File: config.mk
export PLATFORM = sky130hd
export DESIGN_NAME = loom_axil_arbiter
export DESIGN_NICKNAME = d
export VERILOG_FILES = /design/src/rtl/loom_axil_pkg.sv /design/src/rtl/loom_rr_arbiter.sv /design/src/rtl/loom_axil_arbiter.sv
export SDC_FILE = /design/constraint.sdc
export NUM_CORES = 1
export LEC_CHECK = 0
export CORE_AREA = 5 5 141 143
export CTS_BUF_LIST = sky130_fd_sc_hd__clkbuf_8
export DETAILED_ROUTE_END_ITERATION = 12
export DIE_AREA = 0 0 146 148
export GPL_ROUTABILITY_DRIVEN = 0
export PLACE_DENSITY = 0.53
export SYNTH_ARGS = -nofsm -noshare
export SYNTH_HDL_FRONTEND = slang
export SYNTH_SLANG_ARGS = --single-unit
export TNS_END_PERCENT = 10
File: constraint.sdc
create_clock -name clk_i -period 1.51 [get_ports clk_i]
set_input_delay 0.151 -clock clk_i [delete_from_list [all_inputs] [get_ports clk_i]]
set_output_delay 0.151 -clock clk_i [all_outputs]
set_load 0.005 [all_outputs]
File: src/rtl/loom_axil_pkg.sv
// rtl/loom_axil_pkg.sv - AXI-Lite response codes and arbiter FSM state types
package loom_axil_pkg;

    localparam logic [1:0] AXI_RESP_OKAY   = 2'b00;
    localparam logic [1:0] AXI_RESP_SLVERR = 2'b10;

    typedef enum logic [1:0] {
        RD_IDLE,
        RD_ADDR,
        RD_RESP
    } rd_state_e;

    typedef enum logic [1:0] {
        WR_IDLE,
        WR_XFER,
        WR_RESP
    } wr_state_e;

endpackage

File: src/rtl/loom_rr_arbiter.sv
// rtl/loom_rr_arbiter.sv - combinational round-robin search starting at ptr
module loom_rr_arbiter #(
    parameter int N = 2
) (
    input  logic [N-1:0]                   req,
    input  logic [(N > 1 ? $clog2(N) : 1)-1:0] ptr,
    input  logic                           en,
    output logic [(N > 1 ? $clog2(N) : 1)-1:0] gnt_idx,
    output logic                           gnt_valid
);

    localparam int IW = (N > 1) ? $clog2(N) : 1;

    always_comb begin
        int k;
        k         = 0;
        gnt_idx   = '0;
        gnt_valid = 1'b0;
        for (int i = 0; i < N; i++) begin
            k = int'(ptr) + i;
            if (k >= N) begin
                k = k - N;
            end
            if (en && !gnt_valid && req[k]) begin
                gnt_valid = 1'b1;
                gnt_idx   = IW'(k);
            end
        end
    end

endmodule

File: src/rtl/loom_axil_arbiter.sv
// rtl/loom_axil_arbiter.sv - N:1 AXI-Lite arbiter with independent round-robin read and write channels
module loom_axil_arbiter
    import loom_axil_pkg::*;
#(
    parameter int ADDR_WIDTH = 20,
    parameter int N_SLAVES   = 2
) (
    input  logic                           clk_i,
    input  logic                           rst_ni,
    input  logic [N_SLAVES*ADDR_WIDTH-1:0] s_axil_araddr_i,
    input  logic [N_SLAVES-1:0]            s_axil_arvalid_i,
    output logic [N_SLAVES-1:0]            s_axil_arready_o,
    output logic [N_SLAVES*32-1:0]         s_axil_rdata_o,
    output logic [N_SLAVES*2-1:0]          s_axil_rresp_o,
    output logic [N_SLAVES-1:0]            s_axil_rvalid_o,
    input  logic [N_SLAVES-1:0]            s_axil_rready_i,
    input  logic [N_SLAVES*ADDR_WIDTH-1:0] s_axil_awaddr_i,
    input  logic [N_SLAVES-1:0]            s_axil_awvalid_i,
    output logic [N_SLAVES-1:0]            s_axil_awready_o,
    input  logic [N_SLAVES*32-1:0]         s_axil_wdata_i,
    input  logic [N_SLAVES*4-1:0]          s_axil_wstrb_i,
    input  logic [N_SLAVES-1:0]            s_axil_wvalid_i,
    output logic [N_SLAVES-1:0]            s_axil_wready_o,
    output logic [N_SLAVES*2-1:0]          s_axil_bresp_o,
    output logic [N_SLAVES-1:0]            s_axil_bvalid_o,
    input  logic [N_SLAVES-1:0]            s_axil_bready_i,
    output logic [ADDR_WIDTH-1:0]          m_axil_araddr_o,
    output logic                           m_axil_arvalid_o,
    input  logic                           m_axil_arready_i,
    input  logic [31:0]                    m_axil_rdata_i,
    input  logic [1:0]                     m_axil_rresp_i,
    input  logic                           m_axil_rvalid_i,
    output logic                           m_axil_rready_o,
    output logic [ADDR_WIDTH-1:0]          m_axil_awaddr_o,
    output logic                           m_axil_awvalid_o,
    input  logic                           m_axil_awready_i,
    output logic [31:0]                    m_axil_wdata_o,
    output logic [3:0]                     m_axil_wstrb_o,
    output logic                           m_axil_wvalid_o,
    input  logic                           m_axil_wready_i,
    input  logic [1:0]                     m_axil_bresp_i,
    input  logic                           m_axil_bvalid_i,
    output logic                           m_axil_bready_o
);

    localparam int IW = (N_SLAVES > 1) ? $clog2(N_SLAVES) : 1;

    function automatic logic [IW-1:0] next_idx(input logic [IW-1:0] idx);
        if (int'(idx) >= N_SLAVES - 1) begin
            return '0;
        end
        return idx + IW'(1);
    endfunction

    rd_state_e     rd_state, rd_state_d;
    logic [IW-1:0] rd_gnt, rd_gnt_d, rd_ptr, rd_ptr_d, rd_arb_idx;
    logic          rd_arb_valid;

    wr_state_e     wr_state, wr_state_d;
    logic [IW-1:0] wr_gnt, wr_gnt_d, wr_ptr, wr_ptr_d, wr_arb_idx;
    logic          wr_arb_valid;
    logic          aw_done, aw_done_d, w_done, w_done_d;

    loom_rr_arbiter #(.N(N_SLAVES)) u_rd_arb (
        .req       (s_axil_arvalid_i),
        .ptr       (rd_ptr),
        .en        (rd_state == RD_IDLE),
        .gnt_idx   (rd_arb_idx),
        .gnt_valid (rd_arb_valid)
    );

    loom_rr_arbiter #(.N(N_SLAVES)) u_wr_arb (
        .req       (s_axil_awvalid_i),
        .ptr       (wr_ptr),
        .en        (wr_state == WR_IDLE),
        .gnt_idx   (wr_arb_idx),
        .gnt_valid (wr_arb_valid)
    );

    // Payloads follow the registered grant; only the valids are state-gated.
    assign m_axil_araddr_o = s_axil_araddr_i[int'(rd_gnt)*ADDR_WIDTH +: ADDR_WIDTH];
    assign m_axil_awaddr_o = s_axil_awaddr_i[int'(wr_gnt)*ADDR_WIDTH +: ADDR_WIDTH];
    assign m_axil_wdata_o  = s_axil_wdata_i[int'(wr_gnt)*32 +: 32];
    assign m_axil_wstrb_o  = s_axil_wstrb_i[int'(wr_gnt)*4 +: 4];
    assign s_axil_rdata_o  = {N_SLAVES{m_axil_rdata_i}};
    assign s_axil_rresp_o  = {N_SLAVES{m_axil_rresp_i}};
    assign s_axil_bresp_o  = {N_SLAVES{m_axil_bresp_i}};

    always_ff @(posedge clk_i or negedge rst_ni) begin
        if (!rst_ni) begin
            rd_state <= RD_IDLE;
            rd_gnt   <= '0;
            rd_ptr   <= '0;
        end else begin
            rd_state <= rd_state_d;
            rd_gnt   <= rd_gnt_d;
            rd_ptr   <= rd_ptr_d;
        end
    end

    always_comb begin
        rd_state_d       = rd_state;
        rd_gnt_d         = rd_gnt;
        rd_ptr_d         = rd_ptr;
        m_axil_arvalid_o = 1'b0;
        m_axil_rready_o  = 1'b0;
        s_axil_arready_o = '0;
        s_axil_rvalid_o  = '0;
        case (rd_state)
            RD_IDLE: begin
                if (rd_arb_valid) begin
                    rd_gnt_d   = rd_arb_idx;
                    rd_state_d = RD_ADDR;
                end
            end
            RD_ADDR: begin
                m_axil_arvalid_o         = s_axil_arvalid_i[rd_gnt];
                s_axil_arready_o[rd_gnt] = m_axil_arready_i;
                if (s_axil_arvalid_i[rd_gnt] && m_axil_arready_i) begin
                    rd_ptr_d   = next_idx(rd_gnt);
                    rd_state_d = RD_RESP;
                end
            end
            RD_RESP: begin
                s_axil_rvalid_o[rd_gnt] = m_axil_rvalid_i;
                m_axil_rready_o         = s_axil_rready_i[rd_gnt];
                if (m_axil_rvalid_i && s_axil_rready_i[rd_gnt]) begin
                    rd_state_d = RD_IDLE;
                end
            end
            default: rd_state_d = RD_IDLE;
        endcase
    end

    always_ff @(posedge clk_i or negedge rst_ni) begin
        if (!rst_ni) begin
            wr_state <= WR_IDLE;
            wr_gnt   <= '0;
            wr_ptr   <= '0;
            aw_done  <= 1'b0;
            w_done   <= 1'b0;
        end else begin
            wr_state <= wr_state_d;
            wr_gnt   <= wr_gnt_d;
            wr_ptr   <= wr_ptr_d;
            aw_done  <= aw_done_d;
            w_done   <= w_done_d;
        end
    end

    always_comb begin
        wr_state_d       = wr_state;
        wr_gnt_d         = wr_gnt;
        wr_ptr_d         = wr_ptr;
        aw_done_d        = aw_done;
        w_done_d         = w_done;
        m_axil_awvalid_o = 1'b0;
        m_axil_wvalid_o  = 1'b0;
        m_axil_bready_o  = 1'b0;
        s_axil_awready_o = '0;
        s_axil_wready_o  = '0;
        s_axil_bvalid_o  = '0;
        case (wr_state)
            WR_IDLE: begin
                aw_done_d = 1'b0;
                w_done_d  = 1'b0;
                if (wr_arb_valid) begin
                    wr_gnt_d   = wr_arb_idx;
                    wr_state_d = WR_XFER;
                end
            end
            WR_XFER: begin
                // AW and W complete in either order; each is masked once accepted.
                m_axil_awvalid_o         = s_axil_awvalid_i[wr_gnt] && !aw_done;
                m_axil_wvalid_o          = s_axil_wvalid_i[wr_gnt] && !w_done;
                s_axil_awready_o[wr_gnt] = m_axil_awready_i && !aw_done;
                s_axil_wready_o[wr_gnt]  = m_axil_wready_i && !w_done;
                aw_done_d = aw_done || (m_axil_awvalid_o && m_axil_awready_i);
                w_done_d  = w_done || (m_axil_wvalid_o && m_axil_wready_i);
                if (aw_done_d && w_done_d) begin
                    wr_ptr_d   = next_idx(wr_gnt);
                    wr_state_d = WR_RESP;
                end
            end
            WR_RESP: begin
                s_axil_bvalid_o[wr_gnt] = m_axil_bvalid_i;
                m_axil_bready_o         = s_axil_bready_i[wr_gnt];
                if (m_axil_bvalid_i && s_axil_bready_i[wr_gnt]) begin
                    wr_state_d = WR_IDLE;
                end
            end
            default: wr_state_d = WR_IDLE;
        endcase
    end

endmodule
# Word-level counts from Yosys, hierarchy flattened

Cells that the tools add are included.

Mux-type cells: 68
Multiply operators: 2
Bitwise operators: 5
Add/sub/neg operators: 8
Order comparisons: 14
Shifts and indexed selects: 4
Equality and inequality tests: 10
Reductions and logical operators: 33

Operator list:

| operator                | count |
|---|---|
| $lt A32 B3 Y1 const B   | 4 |
| $mux W32                | 4 |
| $shiftx A40 B7 Y20      | 2 |
| $ge A32 B3 Y1 const B   | 2 |
| $shiftx A64 B7 Y32      | 1 |
| $sub A32 B3 Y32 const B | 2 |
| $mux W1                 | 47 |
| $mux W2                 | 11 |
| $logic_and A1 B1 Y1     | 18 |
| $ne A2 B2 Y1 const B    | 6 |
| $pmux W2 S3             | 2 |
| $and A2 B2 Y2           | 5 |
| $mul A1 B3 Y4 const B   | 2 |
| $reduce_and A2 Y1       | 4 |
| $shiftx A8 B4 Y4        | 1 |
| $reduce_and A3 Y1       | 2 |
| $sub A1 B2 Y3 const B   | 2 |
| $add A1 B1 Y2 const B   | 2 |
| $eq A2 B1 Y1 const B    | 2 |
| $eq A2 B2 Y1 const B    | 2 |
| $ge A1 B1 Y1 const B    | 4 |
| $ge A1 B2 Y1 const B    | 2 |
| $logic_not A1 Y1        | 4 |
| $logic_not A2 Y1        | 2 |
| 6 further kinds         | 11 |

Bits in registers: 10
Output and inout bits: 163

# Longest topological paths before layout

Gate-level depths: netlist of the first run.

Depth in word-level cells: 13
Gate-level depth with buffers: 5

# Modules after synthesis

Synthesis of the first run repeated with hierarchy kept, for this count alone.

Cell total of the unflattened synthesis: 235
Area total of the unflattened synthesis: 2,134.5 um^2

By module, submodules not included:

| module            | times used | area an instance (um^2) | cells an instance |
|---|---|---|---|
| loom_axil_arbiter | 1          | 2,087.0                 | 227 |
| loom_rr_arbiter   | 2          | 23.8                    | 4 |

# Least setup slack after synthesis of the first run

OpenSTA, ideal clock, no wires.

Kind: register to output
Start: register wr_gnt
End: output m_axil_awaddr_o[0]
Path buffers: 2
Setup slack: 0.230 ns
Stages on the path, launching flop included: 4
Arrival: 1.129 ns
Path through: dfrtp_1 > buf_2 > buf_2 > mux2_2

Word-level cells in the longest chain between the ends: 2

Ends and longest elaborated chain:

| item                     | line                     | RTL |
|---|---|---|
| start: declaration       | loom_axil_arbiter.sv:60  | `logic [IW-1:0] wr_gnt, wr_gnt_d, wr_ptr, wr_ptr_d, wr_arb_idx;` |
| start signal: assignment | loom_axil_arbiter.sv:144 | `wr_gnt <= wr_gnt_d;` |
| $mul A1 B3 Y4            | loom_axil_arbiter.sv:82  | `assign m_axil_awaddr_o = s_axil_awaddr_i[int'(wr_gnt)*ADDR_WIDTH +: ADDR_WIDTH];` |
| $shiftx A40 B7 Y20       | loom_axil_arbiter.sv:82  |  |
| end: declaration         | loom_axil_arbiter.sv:34  | `output logic [ADDR_WIDTH-1:0] m_axil_awaddr_o,` |

Every way passes these cells.

# Final worst setup path of the first run

Start: register wr_gnt
End: register wr_ptr

Word-level cells in the longest chain between the ends: 7

Ends and longest elaborated chain:

| item                                    | line                                               | RTL |
|---|---|---|
| $mux W1 (on tied branches) (2 in a row) | loom_axil_arbiter.sv:174, loom_axil_arbiter.sv:175 |  |
| $logic_and A1 B1 Y1 (on tied branches)  | loom_axil_arbiter.sv:174, loom_axil_arbiter.sv:175 |  |
| $logic_and A1 B1 Y1 (on tied branches)  | loom_axil_arbiter.sv:178, loom_axil_arbiter.sv:179 |  |
| $logic_or A1 B1 Y1 (on tied branches)   | loom_axil_arbiter.sv:178, loom_axil_arbiter.sv:179 |  |
| $logic_and A1 B1 Y1                     | loom_axil_arbiter.sv:180                           | `if (aw_done_d && w_done_d) begin` |
| $reduce_and A2 Y1 (no source line)      | -                                                  |  |
| end signal: assignment                  | loom_axil_arbiter.sv:145                           | `wr_ptr <= wr_ptr_d;` |
| end: declaration                        | loom_axil_arbiter.sv:60                            |  |

Parallel ways exist; a longest one is shown, timed or not. The select of a mux whose other input is x is not followed.
A chain may end at the register's enable or synchronous reset.

==> results.md, run 1 <==
Worst setup path:
- For this design, the slowest cell found on the critical path is sky130_fd_sc_hd__dfrtp_2.
- STA classifies the critical path endpoint as a flip-flop.
- Of all nets on the critical path, the largest fanout is 6.
- Data on the critical path is required at its endpoint by 1.67 ns.
- On the worst path, the slowest cell contributes a delay of 0.42 ns.
- The worst setup path is launched from a flip-flop.
- The critical path start-end classification is flip-flop to flip-flop.
- Traced cell by cell, the critical path runs through buf_12, buf_12, mux2i_4, o21ba_4, nor4_4, mux2i_1.
- The cell occurring most often along the worst timing path is sky130_fd_sc_hd__buf_12.
- The critical path arrival is 1.89 ns.

Power and ir drop:
- Summed over all cells, the static leakage comes to 2.10 nW.
- The worst IR drop on VDD is 638 µV.
- Power spread over the standard cell area amounts to 1290 nW/µm².

Yosys:
- The share of the Yosys chip area taken by registers is 0.120.
- The number of distinct library cell variants in the gate-level netlist after synthesis is 27.
- In the post-synthesis netlist, the biggest area contributors are sky130_fd_sc_hd__mux2_2 (41%), sky130_fd_sc_hd__buf_4 (26%), sky130_fd_sc_hd__dfrtp_1 (12%), sky130_fd_sc_hd__buf_2 (2.6%), sky130_fd_sc_hd__mux2i_1 (2.4%).
- The total nets after synthesis is 439.
- In this run, synthesis produced a sequential element count of 10.
- The cell type contributing the most total cell area after synthesis is sky130_fd_sc_hd__mux2_2.
- The synthesized instance count is 234.
- The synthesized netlist occupies a cell area of 2090 µm².
- Of the post-synthesis cell area, the dominant cell type holds 0.415.
- A synthesized cell averages 8.93 µm².
- The total number of yosys warnings is 0.

Timing:
- The number of hold violations in the final report is 0.
- The smallest hold slack is 0.273 ns.
- Setup violations remaining at the end of the flow were counted as 78.
- The clock period minus final worst setup slack is 1.73 ns.
- The number of pins exceeding their max-slew limit in the final report is 0.
- At the pin with the least slew margin, the transition time is 0.547 ns.
- The least setup slack across all paths after layout is -0.217 ns.
- Setup repair after global routing could not meet its margin everywhere.
- Clock skew on the completed layout was measured at 0.00121 ns.
- The peak clock frequency supported by timing is 0.579 GHz.
- Measured against its own limit, the worst slew margin works out to 0.634.
- The share of the cycle needed by the critical path after routing is 1.14.

Global route:
- The total overflow left after global routing is 0.
- The first global-routing pass estimated 16,900 µm of wire.
- The pin count of the biggest net entering global routing is 11.
- The initial antenna violation count is 4.
- For this run, the total global-route usage over all layers was measured as 0.103.
- The via count of the first global-routing pass is 2,962.

Detailed routing:
- In this run, the number of DRC markers left after iteration 0 of detailed routing was 14.
- The routed length per placed instance is 17.6 µm.
- The post-detailed-route count of antenna-violating nets is 0.
- For this block, the routed nets add up to 12,200 µm of wire.
- The via total after detailed routing is 2,587.
- For this run, the detailed router's first-pass iteration total came to 4.
- The number of DRC violations after detailed routing is 0.
- Using the TritonRoute via totals, the vias-per-cell ratio works out to 3.72.

CTS:
- The clock buffer count from CTS is 3.
- TritonCTS built the clock tree.
- The latest clock arrival within the worst-skew pair is 0.23 ns.
- The H-tree depth reported by CTS is 1.
- The maximum clock insertion buffer count is 2.
- After clock tree synthesis, the clock-pin slew on the worst setup and hold paths is 0.05 ns.
- The total number of clock tree sinks is 10.
- The root buffer selected by CTS is sky130_fd_sc_hd__clkbuf_8.

Floorplan:
- The area of the die is 21,600 µm².
- For this configuration, the core starts out at a cell density of 0.113.
- The number of top-level design ports is 368.
- The core area is 18,500 µm².
- In this run the vertical extent of the chip is 148 µm.
- In this run the core area contains 50 standard-cell rows.
- The die boundary width is 146 µm.

Finish:
- The proportion of layout cells with a drive suffix above 1 is 0.492.
- The number of nets in the final layout is 667.
- The area used by multi-input combinational logic is 1330 µm².
- The flip-flop and latch area is 254 µm².
- The final design area excluding fillers is 4950 µm².
- The number of inserted filler cells in the final layout is 1,957.
- The number of diodes is 0.
- The area added between synthesis and finish is 137%.

Worst hold path:
- The class of the most critical hold timing path is primary input to asynchronous set/reset pin.

Flow run:
- Max-cap violations in this run came to 0.

Placement:
- After detailed placement, the total cell area comes to 4650 µm².
- Summed over all nets, the half-perimeter wirelength after detailed placement is 10,300 µm.
- In this run the tool buffered the top-level ports with 259 buffer cells.

Status:
- The checks that failed: negative setup slack.
- The run finished, with violations left.
[report_power, final]
| group | switching, mW | internal [mW] |
|---|---|---|
| Sequential | 0.138 | 0.395 |
| Combinational | 1.97 | 3.60 |
| Clock | 0.111 | 0.179 |
[cells in the mapped netlist (all sizes together)]
cell,instances
buf,83
mux2,77
dfrtp,10
nor2,10
nand2,8
inv,6
nor3,6
a21oi,5
mux2i,5
a31oi,3
o21ai,3
nand3b,2
nor3b,2
nor4,2
o32ai,2
a211oi,1
and2,1
and3,1
and3b,1
and4,1
clkbuf,1
nand2b,1
nor2b,1
nor4b,1
o21ba,1
[sequential cells by signal, summed over array words and instances, names as in the netlist]
signal	cells
rd_state	2
w_done	1
wr_state	2
aw_done	1
wr_ptr	1
rd_gnt	1
rd_ptr	1
wr_gnt	1
[metrics by stage]
step           cells  setup WS, ns  utilization  setup TNS [ns]  total power [mW]
2_1_floorplan    234         0.230            -               0              2.52
3_3_place_gp     673        -0.180        0.252           -8.08              5.12
3_5_place_dp     673        -0.186        0.252           -9.26              5.17
4_1_cts          693        -0.296        0.266          -13.35              6.36
5_1_grt          695        -0.297        0.268          -12.10              6.82
6_report         695        -0.217        0.268           -7.37              6.39
[path summary, 6_finish.rpt]
path	start	depth (start not counted)	slack [ns]	end
min in group clk_i	m_axil_rdata_i[18]	0	0.30	s_axil_rdata_o[50]
max in group asynchronous	rst_ni	1	0.84	rd_state[0]$_DFFE_PN0P_
worst min register to register	rd_ptr$_DFFE_PN0P_	2	0.52	rd_ptr$_DFFE_PN0P_
worst max-delay path	wr_gnt$_DFFE_PN0P_	6	-0.22	wr_ptr$_DFFE_PN0P_
worst min-delay path	rst_ni	1	0.27	aw_done$_DFFE_PN0P_
worst max register to register	wr_gnt$_DFFE_PN0P_	6	-0.22	wr_ptr$_DFFE_PN0P_
[layer usage]
metal,vias up,part of all wire,track usage
li1,1197,-,-
met1,1164,0.34,0.0934
met2,198,0.52,0.202
met3,20,0.13,0.0582
met4,8,0.0074,0.0160
met5,-,0.0046,0
[worst max-delay path, delay by kind of cell (launching register included)]
| kind | cells | cell delay, ns |
|---|---|---|
| buf+inv | 2 | 0.27 |
| compound gates | 1 | 0.24 |
| mux | 2 | 0.39 |
| simple gates | 1 | 0.33 |
| flops | 1 | 0.42 |
[placed cells by master, fill, tap and decap left out, types with 2 or more instances in the layout]
cell                              instances
sky130_fd_sc_hd__dfrtp_1                  7
sky130_fd_sc_hd__a31oi_1                  3
sky130_fd_sc_hd__inv_1                    7
sky130_fd_sc_hd__o21ai_0                  3
sky130_fd_sc_hd__nor2_1                  10
sky130_fd_sc_hd__nor3_1                   4
sky130_fd_sc_hd__buf_4                   24
sky130_fd_sc_hd__buf_8                    6
sky130_fd_sc_hd__mux2_2                  70
sky130_fd_sc_hd__buf_12                  10
sky130_fd_sc_hd__nand3b_1                 2
sky130_fd_sc_hd__clkbuf_8                 3
sky130_fd_sc_hd__nor4_4                   2
sky130_fd_sc_hd__nand2_1                  8
sky130_fd_sc_hd__clkdlybuf4s50_1        168
sky130_fd_sc_hd__mux2i_1                  3
sky130_fd_sc_hd__mux2_4                   7
sky130_fd_sc_hd__buf_2                   26
sky130_fd_sc_hd__dlygate4sd2_1            8
sky130_fd_sc_hd__nor3_2                   2
sky130_fd_sc_hd__clkbuf_2                22
sky130_fd_sc_hd__dfrtp_2                  3
sky130_fd_sc_hd__clkdlybuf4s15_2          2
sky130_fd_sc_hd__buf_6                   36
sky130_fd_sc_hd__a21oi_1                  4
sky130_fd_sc_hd__buf_16                   4
[area by class of cell]
class                           instances  share of cell area
Sequential cell                        10              0.0513
Timing Repair Buffer                  307               0.608
Clock buffer                            3             0.00834
Multi-Input combinational cell        134               0.268
Clock inverter                          1            0.000758
Tap cell                              234              0.0591
Inverter                                6             0.00455
[what timing repair did]
| action | CTS | global route |
|---|---|---|
| gates cloned | 6 | 0 |
| buffers inserted | 10 | 4 |
| pin swaps | 4 | 5 |
| hold endpoints to repair | 0 | 0 |
| gates resized for setup | 327 | 69 |
| hold buffers | 0 | 0 |
| endpoints found under the setup margin | 94 | 97 |
[cells by family after synthesis]
group | Yosys count | share of synthesized area
AOI/OAI and AO/OA | 15 | 0.0449
and+or+nand+nor | 37 | 0.0988
muxes | 82 | 0.439
buffers and inverters | 90 | 0.298
DFF | 10 | 0.120
Power figures use the tool's default switching activity.
==> run 2: changes to the inputs <==
Settings changed: CTS_CLUSTER_DIAMETER from default to 60, GPL_TIMING_DRIVEN from default to 0.
==> run 2 against run 1 <==
  * The run still ends with negative setup slack left
  * Sequential power decreased by 3%
  * Flip-flop and latch count unchanged
  * Sequential share of layout area shrank 1.1 points
  * Final cell count increased by 21%
  * First-iteration DRC count is 29% higher
  * Fmax increased by 1.7%
==> results.md, run 2 (synthesis gave the netlist of run 1 again) <==
Status:
- The flow ran to the end, but the final reports show violations.
- The final reports fail on negative setup slack.

Timing:
- The least setup slack across all paths after layout is -0.188 ns (+0.0293 ns).
- The relative max-transition margin came to 0.675 (+0.0413).
- The post-route clock skew is 0.000426 ns (-0.000781 ns).
- The share of the cycle needed by the critical path after routing is 1.12 (-0.0194).
- Setup repair after global routing could not meet its margin everywhere.
- The number of pins exceeding their max-slew limit in the final report is 0 (unchanged).
- The peak clock frequency supported by timing is 0.589 GHz (+1.7%).
- The transition time at the pin with the least slew margin came to 0.486 ns (-0.0618 ns).
- The number of setup violations in the final report was 80 (+2.6%).
- The number of hold violations in the final report came to 0 (unchanged).
- The smallest hold slack came to 0.247 ns (-0.0256 ns).
- The clock period minus final worst setup slack came to 1.70 ns (-0.0293 ns).

CTS:
- The count of hold-fix buffers inserted at cts came to 0 (unchanged).
- The H-tree depth reported by CTS came to 1 (unchanged).
- The maximum clock insertion buffer count was 2 (unchanged).
- The latest clock arrival within the worst-skew pair is 0.23 ns (about the same).
- The clock transition at the registers of the reported paths was 0.05 ns (about the same).
- The TritonCTS clock tree is built.
- The clock buffer count from CTS is 3 (unchanged).
- The total number of clock tree sinks came to 10 (unchanged).
- The tree is rooted in a sky130_fd_sc_hd__clkbuf_8.

Finish:
- The number of nets in the final layout is 810 (+21%).
- The number of diodes is 0 (unchanged).
- The library cells used most frequently in the layout, excluding fill and tap cells, are sky130_fd_sc_hd__clkdlybuf4s50_1 (240), sky130_fd_sc_hd__buf_4 (89), sky130_fd_sc_hd__buf_6 (53), sky130_fd_sc_hd__mux2_2 (42), sky130_fd_sc_hd__mux2_4 (35).
- The proportion of layout cells with a drive suffix above 1 came to 0.502 (+0.00925).
- The leading cell type in the layout, fill and taps excluded is sky130_fd_sc_hd__clkdlybuf4s50_1.
- Compared with the post-synthesis result, the final layout area differs by 206%.
- The largest registers in the layout are rd_state: 2 flops, wr_state: 2 flops.

Floorplan:
- The core area came to 18,500 µm² (unchanged).
- The die boundary width is 146 µm (unchanged).
- The die extent in y is 148 µm (unchanged).
- The total number of placement rows came to 50 (unchanged).
- The area of the die is 21,600 µm² (unchanged).
- The number of top-level design ports is 368 (unchanged).
- The initial cell density of the core is 0.113 (unchanged).

Detailed routing:
- The routed length per placed instance is 17.2 µm (-2.3%).
- The via total after detailed routing is 3,117 (+20%).
- The post-detailed-route count of antenna-violating nets was 0 (unchanged).
- The via density per instance is 3.72 (about the same).
- The number of DRC violations after detailed routing is 0 (unchanged).
- The number of optimization iterations in the first detailed-route pass is 3 (-1).
- The total detailed-routing wirelength is 14,400 µm (+18%).
- The initial DRC count is 18 (+4).

Worst setup path:
- The required time at the worst-slack endpoint is 1.36 ns (-0.31 ns).
- The critical path start-end classification is flip-flop to output port.
- The depth of the most critical reg-to-reg path is 6 (unchanged).
- The kind of end point of the critical path is an output port.
- The critical path arrival is 1.55 ns (-0.34 ns).
- The peak fanout along the critical path is 8 (+2).
- STA classifies the critical path startpoint as a flip-flop.
- The end of the worst register-to-register path is wr_ptr$_DFFE_PN0P_.
- The minimum setup slack among reg-to-reg paths is -0.04 ns (+0.18 ns).
- The launching point of the worst reg2reg path is wr_gnt$_DFFE_PN0P_.

Global route:
- The leftover overflow at the end of global routing came to 0 (unchanged).
- The via count of the first global-routing pass is 3,561 (+20%).
- The initial antenna violation count came to 2 (-2).
- The pin count of the biggest net entering global routing is 11 (unchanged).
- The first-pass GRT wire length came to 21,000 µm (+24%).
- The global routing usage summed across all routing layers is 0.124 (+0.0212).

Placement:
- The post-detailed-placement half-perimeter wirelength is 12,200 µm (+18%).
- The setup slack at placement is -0.670 ns (-0.484 ns).
- The number of buffer cells added on primary ports is 331 (+28%).

Power and ir drop:
- The leakage power is 2.87 nW (+37%).
- The worst IR drop on VDD is 482 µV (-25%).
- The total power divided by cell area is 1150 nW/µm² (-11%).

Worst hold path:
- The class of the most critical hold timing path is primary input to asynchronous set/reset pin.

Flow run:
- The max-cap violation count is 0 (unchanged).
run 2: changes by cell type in the layout (fill, tap and decap cells not counted), sizes merged:
| cell | previous run | this run |
|---|---|---|
| clkdlybuf4s50 | 168 | 240 |
| inv | 7 | 6 |
| buf | 106 | 178 |
| bufbuf | 0 | 1 |
| clkdlybuf4s15 | 3 | 4 |
| dlygate4sd2 | 8 | 5 |
| clkbuf | 25 | 26 |
run 2: what timing repair did:
item                       4_1_cts  5_1_grt
pin swaps                        4        5
gates resized for setup        398       80
setup endpoints to repair       92       92
gates cloned                     6        1
buffers inserted                29        2
run 2: how the worst max path moves through the flow:
| stage | from | end | depth (start not counted) |
|---|---|---|---|
| after floorplan | wr_gnt$_DFFE_PN0P_ | m_axil_awaddr_o[0] | 3 |
| after global placement | wr_gnt$_DFFE_PN0P_ | m_axil_wdata_o[3] | 4 |
| after detailed placement | wr_gnt$_DFFE_PN0P_ | m_axil_wdata_o[3] | 4 |
| after CTS | wr_gnt$_DFFE_PN0P_ | m_axil_wvalid_o | 4 |
| after global routing | wr_gnt$_DFFE_PN0P_ | m_axil_wdata_o[21] | 5 |
| final | wr_gnt$_DFFE_PN0P_ | m_axil_awaddr_o[3] | 5 |
run 2: metal layers:
metal / global-route usage / routed length [µm] / up-vias
li1: - / - / 1483
met1: 0.126 / 4960 / 1408
met2: 0.237 / 7510 / 216
met3: 0.0610 / 1810 / 8
met4: 0.0141 / 113 / 2
met5: 0 / 13 / -
run 2: worst max-delay path, stage by stage, from the launching register on:
cell and delay, ns:
sky130_fd_sc_hd__dfrtp_2 0.45, sky130_fd_sc_hd__buf_12 0.17, sky130_fd_sc_hd__buf_12 0.13, sky130_fd_sc_hd__buf_12 0.13, sky130_fd_sc_hd__mux2_4 0.31, sky130_fd_sc_hd__buf_6 0.12
run 2: through the flow:
| step | util | area [µm²] | total power, mW | std cells | setup TNS [ns] |
|---|---|---|---|---|---|
| CTS | 0.341 | 6290 | 7.17 | 837 | -11.77 |
| global route | 0.346 | 6390 | 7.84 | 838 | -12.16 |
| detailed placement | 0.309 | 5700 | 5.16 | 799 | -36.04 |
| floorplan | - | 2090 | 2.52 | 234 | 0 |
| global placement | 0.309 | 5700 | 5.14 | 799 | -36.14 |
| finish | 0.346 | 6390 | 7.32 | 838 | -7.03 |
run 2: power by group:
| group | switching [mW] | total [mW] | internal [mW] | leakage, nW |
|---|---|---|---|---|
| logic | 2.23 | 6.47 | 4.25 | 2.73 |
| registers | 0.119 | 0.515 | 0.396 | 0.113 |
| clock network | 0.104 | 0.333 | 0.229 | 0.0288 |
run 2: layout make-up:
type | count | area (µm²)
Buffer | 82 | 701
Clock buffer | 4 | 55.1
Fill cell | 1874 | 12100
Inverter | 6 | 22.5
Multi-Input combinational cell | 134 | 1420
Sequential cell | 10 | 255
Tap cell | 234 | 293
Timing Repair Buffer | 368 | 3640
==> run 3: changes to the inputs <==
Settings changed: PLACE_DENSITY 0.53 to default.
==> run 3 against run 2 <==
  * The flow still finishes with violations (negative setup slack)
  * Worst setup slack better by 0.0057 ns
  * Via count down 0.48%
  * Critical endpoint is now m_axil_awaddr_o[14]
  * Largest power group unchanged
  * Sequential share of layout area about the same
  * Worst hold slack improved by 0.0029 ns
  * Power down 1.2%
  * Largest cell class unchanged
  * Global-route usage decreased by 0.89 points
  * Wire length fell by 6.0%
  * Final cell count grew 0.24%
  * Sequential power up 4%
  * First-iteration DRC count fell by 33%
==> results.md, run 3 (synthesis gave the netlist of run 1 again) <==
Worst setup path:
- The launching point of the worst reg2reg path is wr_gnt$_DFFE_PN0P_.
- The critical path arrival is 1.54 ns (about the same).
- STA classifies the critical path endpoint as an output port.
- The required time at the worst-slack endpoint is 1.36 ns (about the same).
- The worst setup path is of the flip-flop to output port kind.
- The peak fanout along the critical path was 6 (-2).
- The end of the worst register-to-register path is wr_state[1]$_DFFE_PN0P_.
- The depth of the most critical reg-to-reg path is 6 (unchanged).
- The endpoint of the most critical setup path is m_axil_awaddr_o[14].
- The minimum setup slack among reg-to-reg paths is 0.12 ns (+0.16 ns).
- The type of origin of the critical path is a flip-flop.
- In this run the worst setup path begins at wr_gnt$_DFFE_PN0P_.

Floorplan:
- The total number of placement rows came to 50 (unchanged).
- The number of top-level design ports is 368 (unchanged).
- The area of the die came to 21,600 µm² (unchanged).
- The initial cell density of the core came to 0.113 (unchanged).
- The core area came to 18,500 µm² (unchanged).
- The die boundary width is 146 µm (unchanged).
- The die extent in y came to 148 µm (unchanged).

Detailed routing:
- The total detailed-routing wirelength came to 13,500 µm (-6.0%).
- The number of DRC violations after detailed routing is 0 (unchanged).
- The post-detailed-route count of antenna-violating nets came to 0 (unchanged).
- The number of optimization iterations in the first detailed-route pass is 4 (+1).
- The via total after detailed routing is 3,102 (-0.48%).
- The initial DRC count was 12 (-6).
- The via density per instance is 3.69 (-0.72%).
- The routed length per placed instance was 16.1 µm (-6.2%).

Power and ir drop:
- The worst IR drop on VDD came to 589 µV (+22%).
- The total power divided by cell area is 1130 nW/µm² (-1.2%).
- The leakage power came to 2.86 nW (-0.39%).
- The overall power of the completed layout is 7.23 mW (-1.2%).

CTS:
- The maximum clock insertion buffer count is 2 (unchanged).
- The H-tree depth reported by CTS is 1 (unchanged).
- The total number of clock tree sinks is 10 (unchanged).
- The TritonCTS clock tree is built.
- The clock transition at the registers of the reported paths was 0.05 ns (about the same).
- The clock buffer count from CTS is 3 (unchanged).
- The latest clock arrival within the worst-skew pair is 0.23 ns (about the same).
- Clock tree synthesis selected as its root buffer the cell sky130_fd_sc_hd__clkbuf_8.

Timing:
- The transition time at the pin with the least slew margin is 0.492 ns (+0.00662 ns).
- The number of pins exceeding their max-slew limit in the final report is 0 (unchanged).
- The number of hold violations in the final report is 0 (unchanged).
- The share of the cycle needed by the critical path after routing came to 1.12 (-0.00374).
- The number of setup violations in the final report is 74 (-7.5%).
- Setup repair after global routing could not meet its margin everywhere.
- The clock period minus final worst setup slack is 1.69 ns (-0.00565 ns).
- The post-route clock skew is 0.000316 ns (-0.000110 ns).
- The peak clock frequency supported by timing came to 0.591 GHz (+0.33%).
- The relative max-transition margin is 0.671 (-0.00442).
- The smallest hold slack is 0.250 ns (+0.00293 ns).
- The least setup slack across all paths after layout was -0.182 ns (+0.00565 ns).

Placement:
- The post-placement cell area is 5700 µm² (unchanged).
- The number of buffer cells added on primary ports is 331 (unchanged).
- The number of cells after detailed placement was 799 (unchanged).
- The setup slack at placement is -0.621 ns (+0.0490 ns).
- The post-detailed-placement half-perimeter wirelength is 11,600 µm (-4.6%).

Finish:
- The largest registers in the layout are rd_state: 2 flops, wr_state: 2 flops.
- The number of diodes is 0 (unchanged).
- The area added between synthesis and finish is 206% (about the same).
- The number of standard cells in the layout, taps in and fillers out is 840 (+0.24%).
- The number of nets in the final layout is 812 (+0.25%).
- The library cells used most frequently in the layout, excluding fill and tap cells, are sky130_fd_sc_hd__clkdlybuf4s50_1 (240), sky130_fd_sc_hd__buf_4 (90), sky130_fd_sc_hd__buf_6 (60), sky130_fd_sc_hd__mux2_2 (47), sky130_fd_sc_hd__mux2_4 (30).
- The final design area excluding fillers is 6390 µm² (about the same).
- The proportion of layout cells with a drive suffix above 1 was 0.510 (+0.00825).
- The number of inserted filler cells in the final layout is 1,929 (+2.9%).
- The library cell used most frequently in the layout, excluding fill and tap cells, is sky130_fd_sc_hd__clkdlybuf4s50_1.

Flow run:
- The max-cap violation count came to 0 (unchanged).

Status:
- The run finished, with violations left.
- The final reports fail on negative setup slack.

Global route:
- The via count of the first global-routing pass is 3,448 (-3.2%).
- The global routing usage summed across all routing layers is 0.115 (-0.00887).
- The initial antenna violation count is 1 (-1).
- The first-pass GRT wire length is 19,600 µm (-6.5%).
- The leftover overflow at the end of global routing is 0 (unchanged).
- The pin count of the biggest net entering global routing is 11 (unchanged).

Worst hold path:
- The class of the most critical hold timing path is primary input to asynchronous set/reset pin.
[run 3: changes by cell type in the layout (fill, tap and decap cells not counted), moves of 2 or more]
cell,change
sky130_fd_sc_hd__buf_6,+7
sky130_fd_sc_hd__clkbuf_2,-7
sky130_fd_sc_hd__mux2_2,+5
sky130_fd_sc_hd__mux2_4,-5
sky130_fd_sc_hd__buf_2,+4
sky130_fd_sc_hd__buf_8,+4
sky130_fd_sc_hd__clkdlybuf4s15_2,-3
sky130_fd_sc_hd__nand2_1,-2
sky130_fd_sc_hd__nand2_2,+2
[run 3: per-layer routing]
| layer | vias to the layer above | track usage | part of all wire |
|---|---|---|---|
| met1 | 1394 | 0.130 | 0.37 |
| met4 | 2 | 0.00564 | 0.0014 |
| li1 | 1489 | - | - |
| met3 | 4 | 0.0423 | 0.10 |
| met2 | 213 | 0.218 | 0.52 |
| met5 | - | 0 | 0.0014 |
[run 3: critical path: stages (launching register included)]
cell                      delay (ns)
sky130_fd_sc_hd__dfrtp_2        0.45
sky130_fd_sc_hd__buf_12         0.17
sky130_fd_sc_hd__buf_8          0.13
sky130_fd_sc_hd__buf_12         0.13
sky130_fd_sc_hd__mux2_4         0.31
sky130_fd_sc_hd__buf_6          0.12
[run 3: metrics by stage]
| stage | util | setup TNS [ns] |
|---|---|---|
| 6_report | 0.346 | -7.68 |
| 3_5_place_dp | 0.309 | -36.94 |
| 4_1_cts | 0.336 | -12.08 |
| 5_1_grt | 0.346 | -12.37 |
| 3_3_place_gp | 0.309 | -38.53 |
| 2_1_floorplan | - | 0 |
[run 3: area by class of cell]
type / count / area, µm² / share of cell area
plain buffers: 83 / 721 / 0.113
well taps: 234 / 293 / 0.0458
clock buffers: 4 / 55.1 / 0.00862
repair buffers: 369 / 3630 / 0.569
flip-flops and latches: 10 / 255 / 0.0400
inverters: 6 / 22.5 / 0.00353
multi-input cells: 134 / 1410 / 0.220
[run 3: power breakdown]
part	leakage, nW	internal [mW]	switching, mW
sequential	0.113	0.396	0.138
combinational	2.72	4.21	2.15
clock	0.0288	0.229	0.103
[run 3: worst min path at each step]
stage / from / end / slack, ns / cells past startpoint
final: rst_ni / rd_ptr$_DFFE_PN0P_ / 0.25 / 1
after global routing: rst_ni / rd_gnt$_DFFE_PN0P_ / 0.29 / 1
after CTS: rst_ni / rd_ptr$_DFFE_PN0P_ / 0.25 / 1
after detailed placement: rst_ni / rd_ptr$_DFFE_PN0P_ / 0.50 / 1
after global placement: rd_ptr$_DFFE_PN0P_ / rd_ptr$_DFFE_PN0P_ / 0.49 / 2
after floorplan: rst_ni / aw_done$_DFFE_PN0P_ / -0.14 / 0
[run 3: repair_timing]
item | 4_1_cts | 5_1_grt
resized for setup | 413 | 85
pin swaps | 3 | 2
hold buffers | 0 | 0
cloned | 6 | 0
endpoints found under the setup margin | 93 | 94
setup buffers | 30 | 6
